===== src/rtl/keypad_pkg.sv =====
// Shared keypad definitions: column strobes, key codes, key-to-matrix mapping and
// the emulator FSM state type used by both the emulator and the scanner side.
package keypad_pkg;

  localparam logic [3:0] ROW_NONE = 4'b1111;

  localparam logic [3:0] KEY_A = 4'hA;
  localparam logic [3:0] KEY_C = 4'hC;
  localparam logic [3:0] KEY_E = 4'hE;

  typedef enum logic [1:0] {
    ST_IDLE    = 2'd0,
    ST_PRESS   = 2'd1,
    ST_RELEASE = 2'd2
  } kp_state_t;

  typedef struct packed {
    logic [1:0] col;
    logic [3:0] row_mask;
    logic       mapped;
  } key_loc_t;

  // Active-low one-hot strobe the scanner drives while sampling column idx.
  function automatic logic [3:0] col_strobe(input logic [1:0] idx);
    return ~(4'b0001 << idx);
  endfunction

  function automatic key_loc_t key_to_loc(input logic [3:0] code);
    key_loc_t loc;
    loc = '{col: 2'd0, row_mask: ROW_NONE, mapped: 1'b0};
    case (code)
      4'h1:  loc = '{col: 2'd0, row_mask: 4'b1110, mapped: 1'b1};
      4'h4:  loc = '{col: 2'd0, row_mask: 4'b1101, mapped: 1'b1};
      4'h7:  loc = '{col: 2'd0, row_mask: 4'b1011, mapped: 1'b1};
      4'h0:  loc = '{col: 2'd0, row_mask: 4'b0111, mapped: 1'b1};
      4'h2:  loc = '{col: 2'd1, row_mask: 4'b1110, mapped: 1'b1};
      4'h5:  loc = '{col: 2'd1, row_mask: 4'b1101, mapped: 1'b1};
      4'h8:  loc = '{col: 2'd1, row_mask: 4'b1011, mapped: 1'b1};
      4'h3:  loc = '{col: 2'd2, row_mask: 4'b1110, mapped: 1'b1};
      4'h6:  loc = '{col: 2'd2, row_mask: 4'b1101, mapped: 1'b1};
      4'h9:  loc = '{col: 2'd2, row_mask: 4'b1011, mapped: 1'b1};
      KEY_E: loc = '{col: 2'd2, row_mask: 4'b0111, mapped: 1'b1};
      KEY_A: loc = '{col: 2'd3, row_mask: 4'b1110, mapped: 1'b1};
      KEY_C: loc = '{col: 2'd3, row_mask: 4'b1011, mapped: 1'b1};
      default: loc = '{col: 2'd0, row_mask: ROW_NONE, mapped: 1'b0};
    endcase
    return loc;
  endfunction

endpackage


===== src/rtl/keypad_key_fifo.sv =====
// Synchronous request FIFO holding {col, row_mask} per queued key.
// Full/empty come only from registered pointers, so a pop never frees a slot same-cycle.
module keypad_key_fifo #(
  parameter int DEPTH = 4,
  parameter int WIDTH = 6
) (
  input  logic             clk,
  input  logic             reset,
  input  logic             i_push,
  input  logic [WIDTH-1:0] i_data,
  input  logic             i_pop,
  output logic [WIDTH-1:0] o_data,
  output logic             o_full,
  output logic             o_empty
);

  localparam int AW = $clog2(DEPTH);
  localparam logic [AW:0] FULL_CNT = (AW + 1)'(DEPTH);

  logic [WIDTH-1:0] r_mem [DEPTH];
  logic [AW:0]      r_wptr;
  logic [AW:0]      r_rptr;
  logic [AW:0]      w_count;
  logic             w_do_push;
  logic             w_do_pop;

  assign w_count   = r_wptr - r_rptr;
  assign o_full    = (w_count == FULL_CNT);
  assign o_empty   = (w_count == '0);
  assign w_do_push = i_push & ~o_full;
  assign w_do_pop  = i_pop & ~o_empty;
  assign o_data    = r_mem[r_rptr[AW-1:0]];

  always_ff @(posedge clk) begin
    if (reset) begin
      r_wptr <= '0;
      r_rptr <= '0;
    end else begin
      if (w_do_push) r_wptr <= r_wptr + 1'b1;
      if (w_do_pop)  r_rptr <= r_rptr + 1'b1;
    end
  end

  always_ff @(posedge clk) begin
    if (w_do_push) r_mem[r_wptr[AW-1:0]] <= i_data;
  end

endmodule


===== src/rtl/keypad_emulator.sv =====
// Emulates a 4x4 keypad on a row/column scanner: queues key requests, presses each
// for a minimum hold time (until seen at least once), then releases for a fixed gap.
module keypad_emulator
  import keypad_pkg::*;
#(
  parameter int HOLD_CYCLES    = 16,
  parameter int RELEASE_CYCLES = 16,
  parameter int DEPTH          = 4
) (
  input  logic       clk,
  input  logic       reset,
  input  logic [3:0] column,
  output logic [3:0] row,
  input  logic [3:0] key_digit,
  input  logic       key_valid,
  output logic       key_ready,
  output logic       key_err,
  output logic       key_done,
  output logic       busy,
  output logic [1:0] dbg_state
);

  // Handshake: a request transfers on a rising clk edge where key_valid & key_ready
  // are both high; key_ready depends only on registered FIFO state, never on key_valid.
  localparam int CNT_MAX = (HOLD_CYCLES > RELEASE_CYCLES) ? HOLD_CYCLES : RELEASE_CYCLES;
  localparam int CNT_W   = $clog2(CNT_MAX + 1);
  localparam logic [CNT_W-1:0] CNT_SAT   = CNT_W'(CNT_MAX);
  localparam logic [CNT_W-1:0] HOLD_LAST = CNT_W'(HOLD_CYCLES - 1);
  localparam logic [CNT_W-1:0] REL_LAST  = CNT_W'(RELEASE_CYCLES - 1);

  kp_state_t        r_state;
  kp_state_t        w_state_n;
  logic [1:0]       r_cur_col;
  logic [3:0]       r_cur_mask;
  logic [CNT_W-1:0] r_hold_cnt;
  logic [CNT_W-1:0] r_rel_cnt;
  logic             r_seen;
  logic             r_err;
  logic             r_done;

  key_loc_t   w_loc;
  logic       w_accept;
  logic       w_push;
  logic       w_pop;
  logic       w_full;
  logic       w_empty;
  logic [5:0] w_head;
  logic       w_match;

  assign w_loc    = key_to_loc(key_digit);
  assign w_accept = key_valid & key_ready;
  assign w_push   = w_accept & w_loc.mapped;
  assign w_match  = (column == col_strobe(r_cur_col));

  keypad_key_fifo #(
    .DEPTH(DEPTH),
    .WIDTH(6)
  ) u_fifo (
    .clk    (clk),
    .reset  (reset),
    .i_push (w_push),
    .i_data ({w_loc.col, w_loc.row_mask}),
    .i_pop  (w_pop),
    .o_data (w_head),
    .o_full (w_full),
    .o_empty(w_empty)
  );

  always_comb begin
    w_state_n = r_state;
    w_pop     = 1'b0;
    case (r_state)
      ST_IDLE: begin
        if (!w_empty) begin
          w_pop     = 1'b1;
          w_state_n = ST_PRESS;
        end
      end
      ST_PRESS: begin
        // Never release a key the scanner has not observed at least once.
        if ((r_hold_cnt >= HOLD_LAST) && (r_seen || w_match)) w_state_n = ST_RELEASE;
      end
      ST_RELEASE: begin
        if (r_rel_cnt >= REL_LAST) w_state_n = ST_IDLE;
      end
      default: w_state_n = ST_IDLE;
    endcase
  end

  always_ff @(posedge clk) begin
    if (reset) begin
      r_state    <= ST_IDLE;
      r_cur_col  <= 2'd0;
      r_cur_mask <= ROW_NONE;
      r_hold_cnt <= '0;
      r_rel_cnt  <= '0;
      r_seen     <= 1'b0;
      r_err      <= 1'b0;
      r_done     <= 1'b0;
    end else begin
      r_state <= w_state_n;
      r_err   <= w_accept & ~w_loc.mapped;
      r_done  <= (r_state == ST_RELEASE) && (w_state_n == ST_IDLE);
      case (r_state)
        ST_IDLE: begin
          if (w_pop) begin
            r_cur_col  <= w_head[5:4];
            r_cur_mask <= w_head[3:0];
            r_hold_cnt <= '0;
            r_seen     <= 1'b0;
          end
        end
        ST_PRESS: begin
          if (r_hold_cnt != CNT_SAT) r_hold_cnt <= r_hold_cnt + 1'b1;
          if (w_match) r_seen <= 1'b1;
          if (w_state_n == ST_RELEASE) r_rel_cnt <= '0;
        end
        ST_RELEASE: begin
          if (r_rel_cnt != CNT_SAT) r_rel_cnt <= r_rel_cnt + 1'b1;
        end
        default: ;
      endcase
    end
  end

  // Same-cycle row response; a non-one-hot column can never equal a strobe.
  assign row       = ((r_state == ST_PRESS) && w_match) ? r_cur_mask : ROW_NONE;
  assign key_ready = ~w_full;
  assign key_err   = r_err;
  assign key_done  = r_done;
  assign busy      = ~w_empty | (r_state != ST_IDLE);
  assign dbg_state = r_state;

endmodule


===== config.mk =====
export PLATFORM = sky130hd
export DESIGN_NAME = keypad_emulator
export DESIGN_NICKNAME = d
export VERILOG_FILES = /design/src/rtl/keypad_pkg.sv /design/src/rtl/keypad_key_fifo.sv /design/src/rtl/keypad_emulator.sv
export SDC_FILE = /design/constraint.sdc
export NUM_CORES = 1
export LEC_CHECK = 0
export ABC_AREA = 1
export CELL_PAD_IN_SITES_DETAIL_PLACEMENT = 0
export CELL_PAD_IN_SITES_GLOBAL_PLACEMENT = 1
export CORE_UTILIZATION = 35
export CTS_CLUSTER_DIAMETER = 60
export DETAILED_ROUTE_END_ITERATION = 16
export PLACE_DENSITY_LB_ADDON = 0.1
export SYNTH_ARGS = -nofsm -noshare
export SYNTH_HDL_FRONTEND = slang
export SYNTH_HIERARCHICAL = 1
export SYNTH_SLANG_ARGS = --single-unit

===== constraint.sdc =====
create_clock -name clk -period 3.1 [get_ports clk]
set_clock_uncertainty 0.2 [all_clocks]
set_input_delay 0.775 -clock clk [delete_from_list [all_inputs] [get_ports clk]]
set_output_delay 0.775 -clock clk [all_outputs]
set_load 0.01 [all_outputs]

==> impl_metrics.yaml <==
floorplan:
  core_sq_um: 8217
  die_h_um: 94.36
  initial_core_util: 0.3633
  dieArea_sq_um: 8903
  die_w_um: 94.36
  row_count: 33
  ios: 21
sta:
  fmax_mhz: 336.2
  tightest_slew_ps: 527.4
  relSlewSlack: 0.6447
  final-max-slew-violation-count: 0
  period_needed_ps: 2974
  rsz0062_at_grt: "false"
  fin_crit_sh: 0.9594
  hold_viol: 0
  setup_violations: 0
  setup_ws_ps: 126.0
clock_network:
  cts.root.buffer_cell: "clkbuf_8"
  cts_setup_buffers: 0
  postCtsHoldBufs: 0
  clock_sinks: 53
  numCtsBuffers: 5
  cts.clk_slew.worst_paths_ps: 90
  cts_tree: "built"
  clock_latency_ps: 300
  cts_buffer_depth: 2
  h-tree-depth: 2
cells_and_area:
  layout-drive-gt1-share: 0.1675
  fin_util: 0.4259
  syn_to_final_growth_pct: 17.23
  diodes: 0
  final_nets: 428
  nFillCells: 845
  finish.instance_area_sq_um: 3500
critical_path:
  startpoint: "column[0]"
  crit_end: "row[0]"
  start_kind: "input port"
  crit_path_end_kind: "output port"
  cp_max_fo: 3
  arrival_ps: 2000
  worstReg2RegEnd: "u_fifo/r_mem[3][0]"
  worstSetupPathType: "input port to output port"
  r2r_start: "u_fifo/r_rptr[1]"
  rr_worst_depth: 13
  rrSetupSlack_ps: 630
  cp_data_required_time_ps: 2120
place:
  place_area_sq_um: 3367
  port_buffers: 20
  gp_congestion: 0.7338
  place_ws_ps: -271.5
  dp_hpwl_mm: 4.342
logic_synthesis:
  seq_area_frac_synth: 0.4359
  syn_area_per_cell_sq_um: 8.316
  synthCells: 359
  synth_cell_type_count: 39
  ys.flop_type: "dfxtp_1"
  ys_ff_latch: 53
  yosysWarnings: 6
  syn-num-nets: 394
  syn_area_sq_um: 2985
  synth_edf_count: 24
  ys_async_sr_fraction: 0
detailed_routing:
  viasPerCell: 4.645
  dr.pass1.iters: 4
  wl_per_cell_um: 11.47
  num_vias: 2318
  antenna_left: 0
  wl_mm: 5.722
  remaining_drc_errors: 0
  drtIter0Drc: 63
pwr:
  ir_drop_mv: 0.3461
  p_per_area_nw_per_um2: 873.2
  p_leak_nw: 1.489
global_routing:
  grt_max_degree: 17
  grt_first_pass_wirelength_mm: 9.949
  grt_pass1_vias: 2205
  grt_overflow: 0
  gr-usage-all-layers: 0.1427
  grt_antenna_before_repair: 0
status:
  status: "finished clean"
worst_hold_path:
  hold_class: "flop to flop"
flow_run:
  max-cap-violations: 0
-- cells in the mapped netlist (6+ instances only) --
cell       n  area share
nand2_1   62       0.078
ha_1      24        0.10
o22ai_1    6       0.013
a21oi_1   20       0.034
inv_2      7      0.0088
nand3_1   17       0.028
inv_1     49       0.062
nand2_2   13       0.027
o21ai_0   23       0.039
edfxtp_1  24        0.24
nor2_1    43       0.054
dfxtp_1   29        0.19
-- flip-flops by register name (all words and copies together), names as in the netlist, named ones only --
register,count
u_fifo/r_mem,24
r_hold_cnt,5
r_rel_cnt,5
r_cur_mask,4
u_fifo/r_rptr,3
u_fifo/r_wptr,3
dbg_state,2
r_cur_col,2
key_done,1
key_err,1
r_seen,1
-- worst max-delay path, stage by stage --
cell and delay (ps):
clkdlybuf4s50_1 470, o21bai_1 100, nand2_1 70, nor2_2 110, nand2_2 70, nor2_4 90
buf_4 130, nand2_1 50, clkbuf_2 120
-- through the flow --
stage	setup TNS [ps]	hold WS, ps	power, mW	instances
global route	0	299.6	3.371	499
global placement	-1149	250.6	2.538	491
detailed placement	-1041	261.1	2.536	491
floorplan	0	238.8	2.144	359
finish	0	267.4	3.056	499
CTS	-81.20	275.8	3.093	499
-- area by class of cell --
| cell class | instances | area [sq um] | area share |
|---|---|---|---|
| multi-input cells | 241 | 1421 | 0.4061 |
| clock buffers | 5 | 68.82 | 0.01966 |
| flip-flops and latches | 53 | 1305 | 0.3729 |
| repair buffers | 35 | 294.0 | 0.08402 |
| inverters | 57 | 214.0 | 0.06114 |
| well taps | 105 | 131.4 | 0.03754 |
| clock inverters | 3 | 65.06 | 0.01859 |
-- report_power, final --
part	total (mW)	internal, mW	switching, mW
logic	1.47	0.561	0.911
registers	1.04	0.912	0.124
clock network	0.548	0.320	0.228
-- worst min-delay path by stage --
stage / start / end / slack (ps) / cells after the start
final: r_seen / r_seen / 270 / 2
after global routing: r_seen / r_seen / 300 / 2
after CTS: r_seen / r_seen / 280 / 2
after detailed placement: r_seen / r_seen / 260 / 2
after global placement: r_seen / r_seen / 250 / 2
after floorplan: r_seen / r_seen / 240 / 2
-- kinds of logic (layout without fill, tap and decap cells) --
| family | count (synthesis) | in the layout | synth area share |
|---|---|---|---|
| adder cells (fa/ha/maj) | 24 | 24 | 0.1006 |
| flip-flops | 53 | 53 | 0.4359 |
| AND/OR/NAND/NOR | 150 | 150 | 0.2364 |
| AO/OA/AOI/OAI | 67 | 67 | 0.1345 |
| buffers and inverters | 65 | 100 | 0.09262 |
-- layer usage --
layer  global-route usage  routed length (um)  share of wire  up-vias
met2               0.2409                2716           0.47       27
li1                     -                   -              -     1242
met4              0.05769                  51         0.0089        0
met1               0.1815                2783           0.49     1044
met5                    0                   0              0        -
met3              0.02174                 169          0.030        5
-- what timing repair did --
item	in CTS	in global routing
resized for setup	10	11
endpoints found under the hold margin	0	0
pin swaps	1	3
setup endpoints to repair	6	5
-- layout by cell type (no fill, tap or decap), drive strengths merged --
| master | count |
|---|---|
| nand2 | 78 |
| inv | 56 |
| nor2 | 46 |
| dfxtp | 29 |
| ha | 24 |
| edfxtp | 24 |
| o21ai | 24 |
| a21oi | 22 |
| nand3 | 20 |
| buf | 15 |
| clkdlybuf4s50 | 14 |
| clkbuf | 9 |
| o22ai | 6 |
| o211ai | 5 |
| a211oi | 4 |
| bufinv | 2 |
| nand3b | 2 |
| nor3 | 2 |
| clkinv | 1 |
| o21bai | 1 |
| a32o | 1 |
| a32oi | 1 |
| nand4 | 1 |
| a31o | 1 |
| o31a | 1 |
| nor4 | 1 |
| o31ai | 1 |
| clkinvlp | 1 |
| dlygate4sd2 | 1 |
| dlymetal6s2s | 1 |
Power figures use the tool's default switching activity.
